**src/rtl/pdm_demod.sv**
```systemverilog
// Pulse-density demodulator: counts ones over non-overlapping windows of 2^LOG2_WIN
// enabled samples and emits one scaled, saturated level per window.
module pdm_demod #(
  parameter int unsigned NBITS    = 10,
  parameter int unsigned LOG2_WIN = 10
) (
  input  logic             clk,
  input  logic             rst,
  input  logic             din,
  input  logic             ce,
  input  logic             sync,
  output logic [NBITS-1:0] dout,
  output logic             dout_valid,
  output logic             sat
);

  // Wide enough for either the right-shifted total or the left-shifted one (max 2^NBITS).
  localparam int unsigned SW = ((LOG2_WIN > NBITS) ? LOG2_WIN : NBITS) + 1;
  localparam logic [SW-1:0] DMAX = {{(SW - NBITS){1'b0}}, {NBITS{1'b1}}};

  logic [LOG2_WIN-1:0] win_cnt_q;
  logic [LOG2_WIN:0]   ones_cnt_q;
  logic [LOG2_WIN:0]   total;
  logic [SW-1:0]       scaled;
  logic                win_last;

  assign total    = ones_cnt_q + {{LOG2_WIN{1'b0}}, din};
  assign win_last = (win_cnt_q == {LOG2_WIN{1'b1}});

  if (LOG2_WIN >= NBITS) begin : g_shr
    assign scaled = SW'(total >> (LOG2_WIN - NBITS));
  end else begin : g_shl
    assign scaled = SW'(total) << (NBITS - LOG2_WIN);
  end

  always_ff @(posedge clk or posedge rst) begin
    if (rst) begin
      win_cnt_q  <= '0;
      ones_cnt_q <= '0;
      dout       <= '0;
      dout_valid <= 1'b0;
      sat        <= 1'b0;
    end else begin
      dout_valid <= 1'b0;
      // sync takes priority over a coinciding window end: that window is dropped.
      if (sync) begin
        win_cnt_q  <= '0;
        ones_cnt_q <= '0;
      end else if (ce) begin
        if (win_last) begin
          win_cnt_q  <= '0;
          ones_cnt_q <= '0;
          dout_valid <= 1'b1;
          if (scaled > DMAX) begin
            dout <= '1;
            sat  <= 1'b1;
          end else begin
            dout <= scaled[NBITS-1:0];
            sat  <= 1'b0;
          end
        end else begin
          win_cnt_q  <= win_cnt_q + LOG2_WIN'(1);
          ones_cnt_q <= total;
        end
      end
    end
  end

endmodule

```
**config.mk**
```make
export PLATFORM = sky130hd
export DESIGN_NAME = pdm_demod
export DESIGN_NICKNAME = d
export VERILOG_FILES = /design/src/rtl/pdm_demod.sv
export SDC_FILE = /design/constraint.sdc
export NUM_CORES = 1
export LEC_CHECK = 0
export CAP_MARGIN = 20
export CORE_MARGIN = 2
export CORE_UTILIZATION = 50
export CTS_BUF_LIST = sky130_fd_sc_hd__clkbuf_8
export CTS_CLUSTER_DIAMETER = 30
export DETAILED_ROUTE_END_ITERATION = 7
export PLACE_DENSITY = 0.71
export SYNTH_ARGS = -nofsm -noshare
export SYNTH_HDL_FRONTEND = slang
export SYNTH_SLANG_ARGS = --single-unit
export TNS_END_PERCENT = 20
```
**constraint.sdc**
```tcl
create_clock -name clk -period 5.15 [get_ports clk]
set_input_delay 0.515 -clock clk [delete_from_list [all_inputs] [get_ports clk]]
set_output_delay 0.515 -clock clk [all_outputs]
set_load 0.01 [all_outputs]
```
# After elaboration in Yosys (flattened, before gate mapping)
# Cells that the tools add are included.
# W data, S select, Z words.
dict set report classes {
  n_mux 11
  n_reduce_logical 2
  n_eq_ne 1
  add_sub_neg 2
  order_cmp 1
  bitwise_logic 1
}
# op n
set op_table {}
lappend op_table {{$mux W10} 4}
lappend op_table {{$mux W11} 3}
lappend op_table {{$add A11 B1 Y11} 1}
lappend op_table {{$gt A11 B10 Y1 const B} 1}
lappend op_table {{$add A10 B1 Y10 const B} 1}
lappend op_table {{$eq A10 B10 Y1 const B} 1}
lappend op_table {{$mux W1} 4}
lappend op_table {{$reduce_and A3 Y1} 1}
lappend op_table {{$reduce_bool A2 Y1} 1}
lappend op_table {{$not A1 Y1} 1}
dict set report word_totals {
  register_bits 33
  wordCells 23
  inputBits 5
  out_inout_bits 12
}

# Depth between registers and ports, before layout
# Gate-level depths: netlist (run 1).
dict set report depth {
  depth_word 4
  depth_mapped 7
  ltp_nobuf 6
}

# Least setup slack after synthesis (run 1)
# Ideal clock, no wire load.
dict set report synth_timing {
  path_type {input to register}
  from {input port din}
  to {register dout[0]}
  required_time_ns 5.077
  cell_stages 7
  setup_slack_ns 3.119
  arrival_ns 1.958
  n_path_buf 1
  setup_ns 0.073
  path_cell_list {ha_1 > ha_1 > nand2_1 > or4_1 > and3_4 > buf_6 > a21oi_2}
}
dict set report synth_via {
  elab_chain_len 3
}
# element line
set synth_rtl {}
lappend synth_rtl {{start: declaration} 9} ;# input logic din,
lappend synth_rtl {{$add A11 B1 Y11 *} 27} ;# assign total = ones_cnt_q + {{LOG2_WIN{1'b0}}, din};
lappend synth_rtl {{$gt A11 B10 Y1} 54} ;# if (scaled > DMAX) begin
lappend synth_rtl {{$mux W10 *} 54}
lappend synth_rtl {{end signal: assignment} 58} ;# dout <= scaled[NBITS-1:0];
lappend synth_rtl {{end: declaration} 12} ;# output logic [NBITS-1:0] dout,
# Every way passes the cells marked *; elsewhere a longest branch is shown, timed or not.
# A chain may end at the register's enable or synchronous reset.

# Final worst setup path (run 1)
dict set report layout_timing {
  from {input port din}
  to {register dout[1]}
}
# The elaborated chain is that of the path after synthesis.

==> out/results.tsv, run 1 <==
metric	value	unit
Final Instance Count excl. Fillers	238	
CP max-delay cell	or4_1	
crit-path cells	clkdlybuf4s50_1 > ha_1 > ha_1 > nand2_1 > or4_1 > and3_4 > a21oi_1	
Worst Slack Setup Final	2.840	ns
Mapped Area	1719	um^2
worst-margin pin slew	0.6195	ns
IO Count	17	
DR pass1 iterations	4	
share of layout cells above drive strength 1	0.1198	
Hold Crit Class	reg -> reg	
DP Cell Count	230	
Clock Path Buffers	2	
Ant. Diodes	0	
Crit. End Element	register	
crit-path most repeated cell	ha_1	
Layout Skew	0.002153	ns
hold path start	ones_cnt_q[0]$_DFFE_PP0P_	
static leakage	0.8112	nW
Synth area leaders	dfrtp_1 48%, a21oi_2 4.6%, nor2_1 4.6%	
Post-Place Setup Slack	2.555	ns
Worst Hold Margin	0.4904	ns
WL final	3213	um
status	complete, no violations	
fin crit share	0.4485	
grt ovf	0	
CTS tree	yes	
Skew-Pair Late Insertion Delay	0.28	ns
RSZ-0062 raised after global routing	false	
initial antenna violation count	0	
Mean Syn Cell Area	9.880	um^2
Design Area, Final	1964	um^2
Hold Vio Cnt, Final	0	
# DRC	0	
cell row count	21	
sequential fraction of the synthesis area	0.4803	
Reg-to-Reg Start	win_cnt_q[0]$_DFFE_PP0P_	
Crit Reg-Reg Endpoint	ones_cnt_q[4]$_DFFE_PP0P_	
post-route minimum period	2.310	ns
die area	3923	um^2
Largest stage delay, worst path	0.48	ns
routability cong.	0.8537	
Peak VDD IR	0.1345	mV
largest net degree at the start of global routing	34	
Starting Density	0.5193	
number of synthesized flops with an enable pin	0	
sw frac	0.2305	
PwrDens	238.9	nW/um^2
sink of the worst hold path	ones_cnt_q[0]$_DFFE_PP0P_	
Total Power	0.4692	mW
Iter 0 DRT Violations	58	
# nets final	199	
Flop pwr share	0.566	
Distinct cells, synth	38	
core area	3311	um^2
CP Max Fanout	11	
Post-synth top flop	dfrtp_1	
drt wl/cell	13.50	um
top cell type's share of synthesized area	0.4803	
Comb power frac	0.056	
gr usage total	0.1944	
Syn. warnings	0	
crit-path leading delay family	simple AND/OR/NAND/NOR gates	
first-pass GRT wire length	5830	um
setup violators final	0	
Clk network pwr share	0.378	
area leader, netlist	dfrtp_1	
most frequent cells in the layout	33 x dfrtp_1, 21 x nor2_1, 16 x clkdlybuf4s50_1	
Vias/cell	5.618	
via count	1337	
number of global-route vias before repair	1228	
WHS Path Cells	2	
Clock transition at path regs	0.06	ns
DPL Wire Length	2344	um
Pint	0.3611	mW
P_sw	0.1082	mW
H-tree depth	2	
syn_nets	182	
f_max	0.4330	GHz
Post-CTS Setup Inserts	0	
post-placement cell area	1884	um^2
die width	62.64	um
Fillers	309	
asr flop ratio synth	1.000	
Num CTS Buffers	5	
commonest non-fill, non-tap cell in the layout	dfrtp_1	
hold-fix buffer count after cts	0	
area added between synthesis and finish	14.26	%
port bufs	16	
Root Driver	clkbuf_8	
reg2reg path depth	6	
CP Launch Type	primary input	
Resize count post-CTS	0	
number of max-cap violations	0	
Max Slew Vio Count	0	
Slew Limit Headroom	0.5870	
crit path kind	in -> reg	
WP buf/inv	1	
DIE HEIGHT	62.64	um
post-layout util	0.5933	
Critical Path Start	din	
flop2flop setup slack	2.97	ns
Req. time, crit path	5.36	ns
Routed Antenna Nets	0	
Crit path arrival time	2.52	ns
Fin Setup TNS	0	ns
CTS Sinks	33	
flops & latches, synth	33	
Syn Inst Count	174	
[layout make-up]
type	count	area [um^2]	area share
clock inverters	3	11.26	0.005732
multi-input cells	128	803.3	0.4089
repair buffers	19	182.7	0.09299
inverters	4	15.01	0.007643
well taps	46	57.56	0.02930
flip-flops and latches	33	825.8	0.4204
clock buffers	5	68.82	0.03503
[routing by layer]
metal	GRT usage	share of wire
met3	0.05586	0.042
met5	0	0
met2	0.3105	0.50
met4	0.1000	0.023
met1	0.2402	0.43
[cells in the mapped netlist, drive strengths merged (4+ instances only)]
cell type	instances
a21oi	19
a31oi	7
buf	6
dfrtp	33
inv	4
nand2	15
nand3	7
nand4	6
nor2	21
nor3	4
o21ai	9
xnor2	6
xor2	5
[registers in the layout, indices dropped and copies added, names as in the netlist]
name	cells
dout	10
dout_valid	1
ones_cnt_q	11
sat	1
win_cnt_q	10
[kinds of logic (layout without fill, tap and decap cells)]
kind of cell | after synthesis | after routing | share of synthesized area
flip-flops | 33 | 33 | 0.4803
AND/OR/NAND/NOR | 68 | 68 | 0.2045
AO/OA/AOI/OAI | 46 | 46 | 0.1849
buffers and inverters | 13 | 31 | 0.05239
adder cells (fa/ha/maj) | 3 | 3 | 0.02184
XOR/XNOR | 11 | 11 | 0.05604
[worst reg2reg max path, cell delays in order, from the launching register on]
cell and delay [ns]:
dfrtp_1 0.43, ha_1 0.27, and2_1 0.20, a311oi_2 0.59, buf_4 0.30, a41oi_1 0.13
a31oi_1 0.17
[power groups by stage]
stage	registers, mW	logic, mW	clock network [mW]
2_1_floorplan	0.269	0.0205	0
3_3_place_gp	0.270	0.0260	0
3_5_place_dp	0.270	0.0269	0
4_1_cts	0.266	0.0270	0.184
5_1_grt	0.266	0.0310	0.196
6_report	0.266	0.0264	0.177
[worst max path at each step]
| stage | end | slack [ns] | cells past startpoint |
|---|---|---|---|
| after detailed placement | dout[1]$_DFFE_PP0P_ | 2.55 | 7 |
| after CTS | dout[5]$_DFFE_PP0P_ | 2.85 | 7 |
| after floorplan | dout[0]$_DFFE_PP0P_ | 3.12 | 7 |
| after global placement | dout[1]$_DFFE_PP0P_ | 2.61 | 7 |
| after global routing | dout[1]$_DFFE_PP0P_ | 2.68 | 7 |
| final | dout[1]$_DFFE_PP0P_ | 2.84 | 7 |
No activity file was read; power rests on OpenSTA's default activity.
==> run 2: changes to the inputs <==
PLACE_DENSITY = 0.74   (was 0.71)
clock period = 2.1 ns   (was 5.15 ns; I/O delays follow)
==> run 2 against run 1 <==
  * Power grew to 2.9 times the previous value
  * First-iteration DRC count is 3.4% higher
  * Clock power grew to 3.5 times the previous value
  * Sequential power is 140% higher
  * Routed wire length is 2.5% higher
  * Clock skew is 0.0046 ns higher
  * Combinational power grew to 2.8 times the previous value
  * Highest routed layer unchanged
==> out/results.tsv, run 2 (synthesis gave the netlist of run 1 again) <==
metric	value	unit	change
area added between synthesis and finish	19.65	%	
most frequent cells in the layout	33 x dfrtp_1, 21 x nor2_1, 16 x clkdlybuf4s50_1		
worst-margin pin slew	0.4084	ns	-0.2111 ns
RSZ-0062 raised after global routing	false		
routability cong.	0.8099		-5.1%
Post-CTS Setup Inserts	0		unchanged
# nets final	206		+3.5%
Slew Limit Headroom	0.7277		+0.1407
DP Cell Count	237		+3.0%
Req. time, crit path	2.33	ns	-3.03 ns
setup violators final	0		unchanged
Peak VDD IR	0.3319	mV	+150%
IO Count	17		unchanged
# DRC	0		unchanged
Iter 0 DRT Violations	60		+3.4%
Crit path arrival time	2.16	ns	-0.36 ns
Vias/cell	5.678		+1.1%
share of layout cells above drive strength 1	0.1658		+0.04604
Largest Register	ones_cnt_q		
crit-path cells	ha_1 > and2_1 > a311o_1 > or4_1 > nand3_1		
PwrDens	654.5	nW/um^2	+170%
WL final	3294	um	+2.5%
Root Driver	clkbuf_8		
Total Power	1.346	mW	+190%
Starting Density	0.5193		unchanged
number of max-cap violations	0		unchanged
CTS Sinks	33		unchanged
status	complete, no violations		
CP Launch Type	register		
static leakage	0.8503	nW	+4.8%
number of global-route vias before repair	1355		+10%
Layout Skew	0.006777	ns	+0.004624 ns
Num CTS Buffers	5		unchanged
Hold Vio Cnt, Final	0		unchanged
Post-Place Setup Slack	-0.005605	ns	-2.560 ns
gr usage total	0.1914		-0.003019
WP buf/inv	0		-1
via count	1391		+4.0%
largest net degree at the start of global routing	34		unchanged
CTS tree	yes		
DPL Wire Length	2468	um	+5.3%
CP Max Fanout	6		-5
fin crit share	0.9175		
initial antenna violation count	0		unchanged
post-layout util	0.6213		+0.02797
grt ovf	0		unchanged
Worst Slack Setup Final	0.1732	ns	-2.667 ns
Fillers	298		-3.6%
core area	3311	um^2	unchanged
H-tree depth	2		unchanged
Hold Crit Class	in -> async		
cell row count	21		unchanged
post-placement cell area	1937	um^2	+2.8%
drt wl/cell	13.44	um	-0.41%
die width	62.64	um	unchanged
Crit. End Element	register		
die area	3923	um^2	unchanged
Clock transition at path regs	0.07	ns	about the same
DR pass1 iterations	5		+1
f_max	0.5190	GHz	
Final Instance Count excl. Fillers	245		+2.9%
Regs by FF count	ones_cnt_q (11), dout (10), win_cnt_q (10)		
Resize count post-CTS	0		unchanged
post-route minimum period	1.927	ns	
DIE HEIGHT	62.64	um	unchanged
Largest stage delay, worst path	0.48	ns	about the same
Max Slew Vio Count	0		unchanged
Skew-Pair Late Insertion Delay	0.29	ns	about the same
hold-fix buffer count after cts	0		unchanged
Routed Antenna Nets	0		unchanged
Worst Hold Margin	0.3224	ns	-0.1680 ns
commonest non-fill, non-tap cell in the layout	dfrtp_1		
crit path kind	reg -> reg		
Fin Setup TNS	0	ns	unchanged
Ant. Diodes	0		unchanged
Design Area, Final	2057	um^2	+4.7%
CP max-delay cell	or4_1		
Largest register FFs	11		unchanged
port bufs	16		unchanged
crit-path leading delay family	simple AND/OR/NAND/NOR gates		
Clock Path Buffers	2		unchanged
first-pass GRT wire length	5878	um	+0.82%
==> run 2: worst reg2reg max path, cell delays in order, from the launching register on <==
cell and delay [ns]:
dfrtp_1 0.42, ha_1 0.25, and2_1 0.21, a311o_1 0.43, or4_1 0.48, nand3_1 0.09
==> run 2: layout make-up <==
cell class              count  area [um^2]  area share
flip-flops and latches     33        825.8      0.4015
inverters                   4        15.01    0.007299
multi-input cells         128        803.3      0.3905
well taps                  46        57.56     0.02798
clock inverters             2        37.54     0.01825
clock buffers               6        82.58     0.04015
repair buffers             26        235.2      0.1144
==> run 2: report_power, final <==
group	switching, mW	internal (mW)	total [mW]
clock network	0.237	0.386	0.623
registers	0.00782	0.642	0.650
logic	0.0455	0.0281	0.0735
==> run 2: final timing paths <==
path	start	to	slack, ns	cells after the start
max in group asynchronous	rst	win_cnt_q[3]$_DFFE_PP0P_	1.48	3
hold / removal	rst	dout_valid$_DFF_PP0_	0.32	3
setup reg to reg	win_cnt_q[1]$_DFFE_PP0P_	win_cnt_q[7]$_DFFE_PP0P_	0.17	5
hold reg to reg	ones_cnt_q[0]$_DFFE_PP0P_	ones_cnt_q[0]$_DFFE_PP0P_	0.50	2
min in group clk	ones_cnt_q[0]$_DFFE_PP0P_	ones_cnt_q[0]$_DFFE_PP0P_	0.50	2
setup / recovery	win_cnt_q[1]$_DFFE_PP0P_	win_cnt_q[7]$_DFFE_PP0P_	0.17	5
==> run 2: per-layer routing <==
metal	up-vias	track usage	part of all wire
met4	0	0.08333	0.024
met5	-	0	0
met3	10	0.06667	0.055
met2	42	0.3360	0.51
li1	674	-	-
met1	665	0.2083	0.41
==> run 3: changes to the inputs <==
CTS_CLUSTER_SIZE = 10   (was unset)
REMOVE_ABC_BUFFERS = 1   (was unset)
==> run 3 against run 2 <==
  * Combinational power about the same
  * Sequential power hardly changed
  * Routed wire length up 1.5%
  * Clock power is 30% lower
  * Critical path depth stayed put
  * Maximum frequency is 2.0% lower
  * Core utilization shrank 1.2 points
  * Largest power group unchanged
  * Highest routed layer unchanged
==> out/results.tsv, run 3 (synthesis gave the netlist of run 1 again) <==
metric	value	unit	change
Final Instance Count excl. Fillers	245		unchanged
Largest register FFs	11		unchanged
Crit. End Element	register		
Starting Density	0.5193		unchanged
# DRC	0		unchanged
cell row count	21		unchanged
RSZ-0062 raised after global routing	false		
WL final	3342	um	+1.5%
Clock transition at path regs	0.06	ns	about the same
f_max	0.5088	GHz	-2.0%
Slew Limit Headroom	0.7255		-0.002243
fin crit share	0.9359		+0.01836
grt ovf	0		unchanged
routability cong.	0.8803		+8.7%
Total Power	1.160	mW	-14%
Skew-Pair Late Insertion Delay	0.28	ns	about the same
number of global-route vias before repair	1286		-5.1%
IO Count	17		unchanged
Vias/cell	5.722		+0.79%
drt wl/cell	13.64	um	+1.5%
commonest non-fill, non-tap cell in the layout	dfrtp_1		
share of layout cells above drive strength 1	0.1508		-0.01508
area added between synthesis and finish	17.32	%	
Worst Slack Setup Final	0.1347	ns	-0.03855 ns
most frequent cells in the layout	33 x dfrtp_1, 21 x nor2_1, 16 x clkdlybuf4s50_1		
Hold Crit Class	in -> async		
post-route minimum period	1.965	ns	+0.03855 ns
Ant. Diodes	0		unchanged
DP Cell Count	237		unchanged
Iter 0 DRT Violations	82		+37%
Design Area, Final	2017	um^2	-1.9%
Clock Path Buffers	2		unchanged
Post-Place Setup Slack	0.003558	ns	+0.009164 ns
Fin Setup TNS	0	ns	unchanged
CP Max Fanout	6		unchanged
Routed Antenna Nets	0		unchanged
DR pass1 iterations	4		-1
DPL Wire Length	2458	um	-0.40%
DIE HEIGHT	62.64	um	unchanged
number of max-cap violations	0		unchanged
Req. time, crit path	2.32	ns	about the same
post-placement cell area	1937	um^2	unchanged
status	complete, no violations		
hold-fix buffer count after cts	0		unchanged
via count	1402		+0.79%
CTS tree	yes		
setup violators final	0		unchanged
crit path kind	reg -> reg		
Crit path arrival time	2.19	ns	+0.03 ns
static leakage	0.8454	nW	-0.58%
# nets final	206		unchanged
die area	3923	um^2	unchanged
Hold Vio Cnt, Final	0		unchanged
port bufs	16		unchanged
initial antenna violation count	0		unchanged
Layout Skew	0.003974	ns	-0.002802 ns
first-pass GRT wire length	5492	um	-6.6%
Root Driver	clkbuf_8		
Resize count post-CTS	0		unchanged
worst-margin pin slew	0.4118	ns	+0.003365 ns
CTS Sinks	33		unchanged
CP Launch Type	register		
largest net degree at the start of global routing	34		unchanged
core area	3311	um^2	unchanged
Largest Register	ones_cnt_q		
Num CTS Buffers	5		unchanged
die width	62.64	um	unchanged
Post-CTS Setup Inserts	0		unchanged
Max Slew Vio Count	0		unchanged
gr usage total	0.1794		-0.01200
PwrDens	575.3	nW/um^2	-12%
Peak VDD IR	0.3067	mV	-7.6%
Regs by FF count	ones_cnt_q (11), dout (10), win_cnt_q (10)		
H-tree depth	2		unchanged
-- run 3: changes by cell type in the layout (fill, tap and decap cells not counted), sizes merged --
cell	previous run	this run
bufinv	1	0
inv	4	7
clkbuf	6	5
clkinvlp	1	0
-- run 3: per-stage QoR --
| stage | util | hold WS, ns |
|---|---|---|
| floorplan | - | 0.2731 |
| global placement | 0.5850 | 0.4716 |
| detailed placement | 0.5850 | 0.5030 |
| CTS | 0.6092 | 0.3335 |
| global route | 0.6092 | 0.3951 |
| finish | 0.6092 | 0.3254 |
-- run 3: metal layers --
metal | wire, um | GRT usage
met5 | 0 | 0
met4 | 74 | 0.1250
met3 | 128 | 0.03423
met2 | 1714 | 0.3011
met1 | 1425 | 0.2062
-- run 3: layout make-up --
| class | count | area [um^2] |
|---|---|---|
| Clock buffer | 5 | 68.82 |
| Inverter | 4 | 15.01 |
| Tap cell | 46 | 57.56 |
| Timing Repair Buffer | 26 | 235.2 |
| Fill cell | 293 | 1294 |
| Multi-Input combinational cell | 128 | 803.3 |
| Sequential cell | 33 | 825.8 |
| Clock inverter | 3 | 11.26 |
-- run 3: critical path, cell delays in order, from the launching register on --
cell and delay (ns):
dfrtp_1 0.42, ha_1 0.25, and2_1 0.21, a311o_1 0.43
or4_1 0.49, nand3_1 0.10
-- run 3: path summary, 6_finish.rpt --
kind / start / endpoint / slack (ns) / cells after the start
setup / recovery: win_cnt_q[1]$_DFFE_PP0P_ / win_cnt_q[7]$_DFFE_PP0P_ / 0.13 / 5
hold / removal: rst / dout[1]$_DFFE_PP0P_ / 0.33 / 3
setup reg to reg: win_cnt_q[1]$_DFFE_PP0P_ / win_cnt_q[7]$_DFFE_PP0P_ / 0.13 / 5
hold reg to reg: dout[9]$_DFFE_PP0P_ / dout[9]$_DFFE_PP0P_ / 0.51 / 2
max in group asynchronous: rst / ones_cnt_q[5]$_DFFE_PP0P_ / 1.48 / 3
min in group clk: dout[9]$_DFFE_PP0P_ / dout[9]$_DFFE_PP0P_ / 0.51 / 2
-- run 3: report_power, final --
group	internal (mW)	switching, mW
Sequential	0.643	0.00774
Combinational	0.0279	0.0456
Clock	0.220	0.216
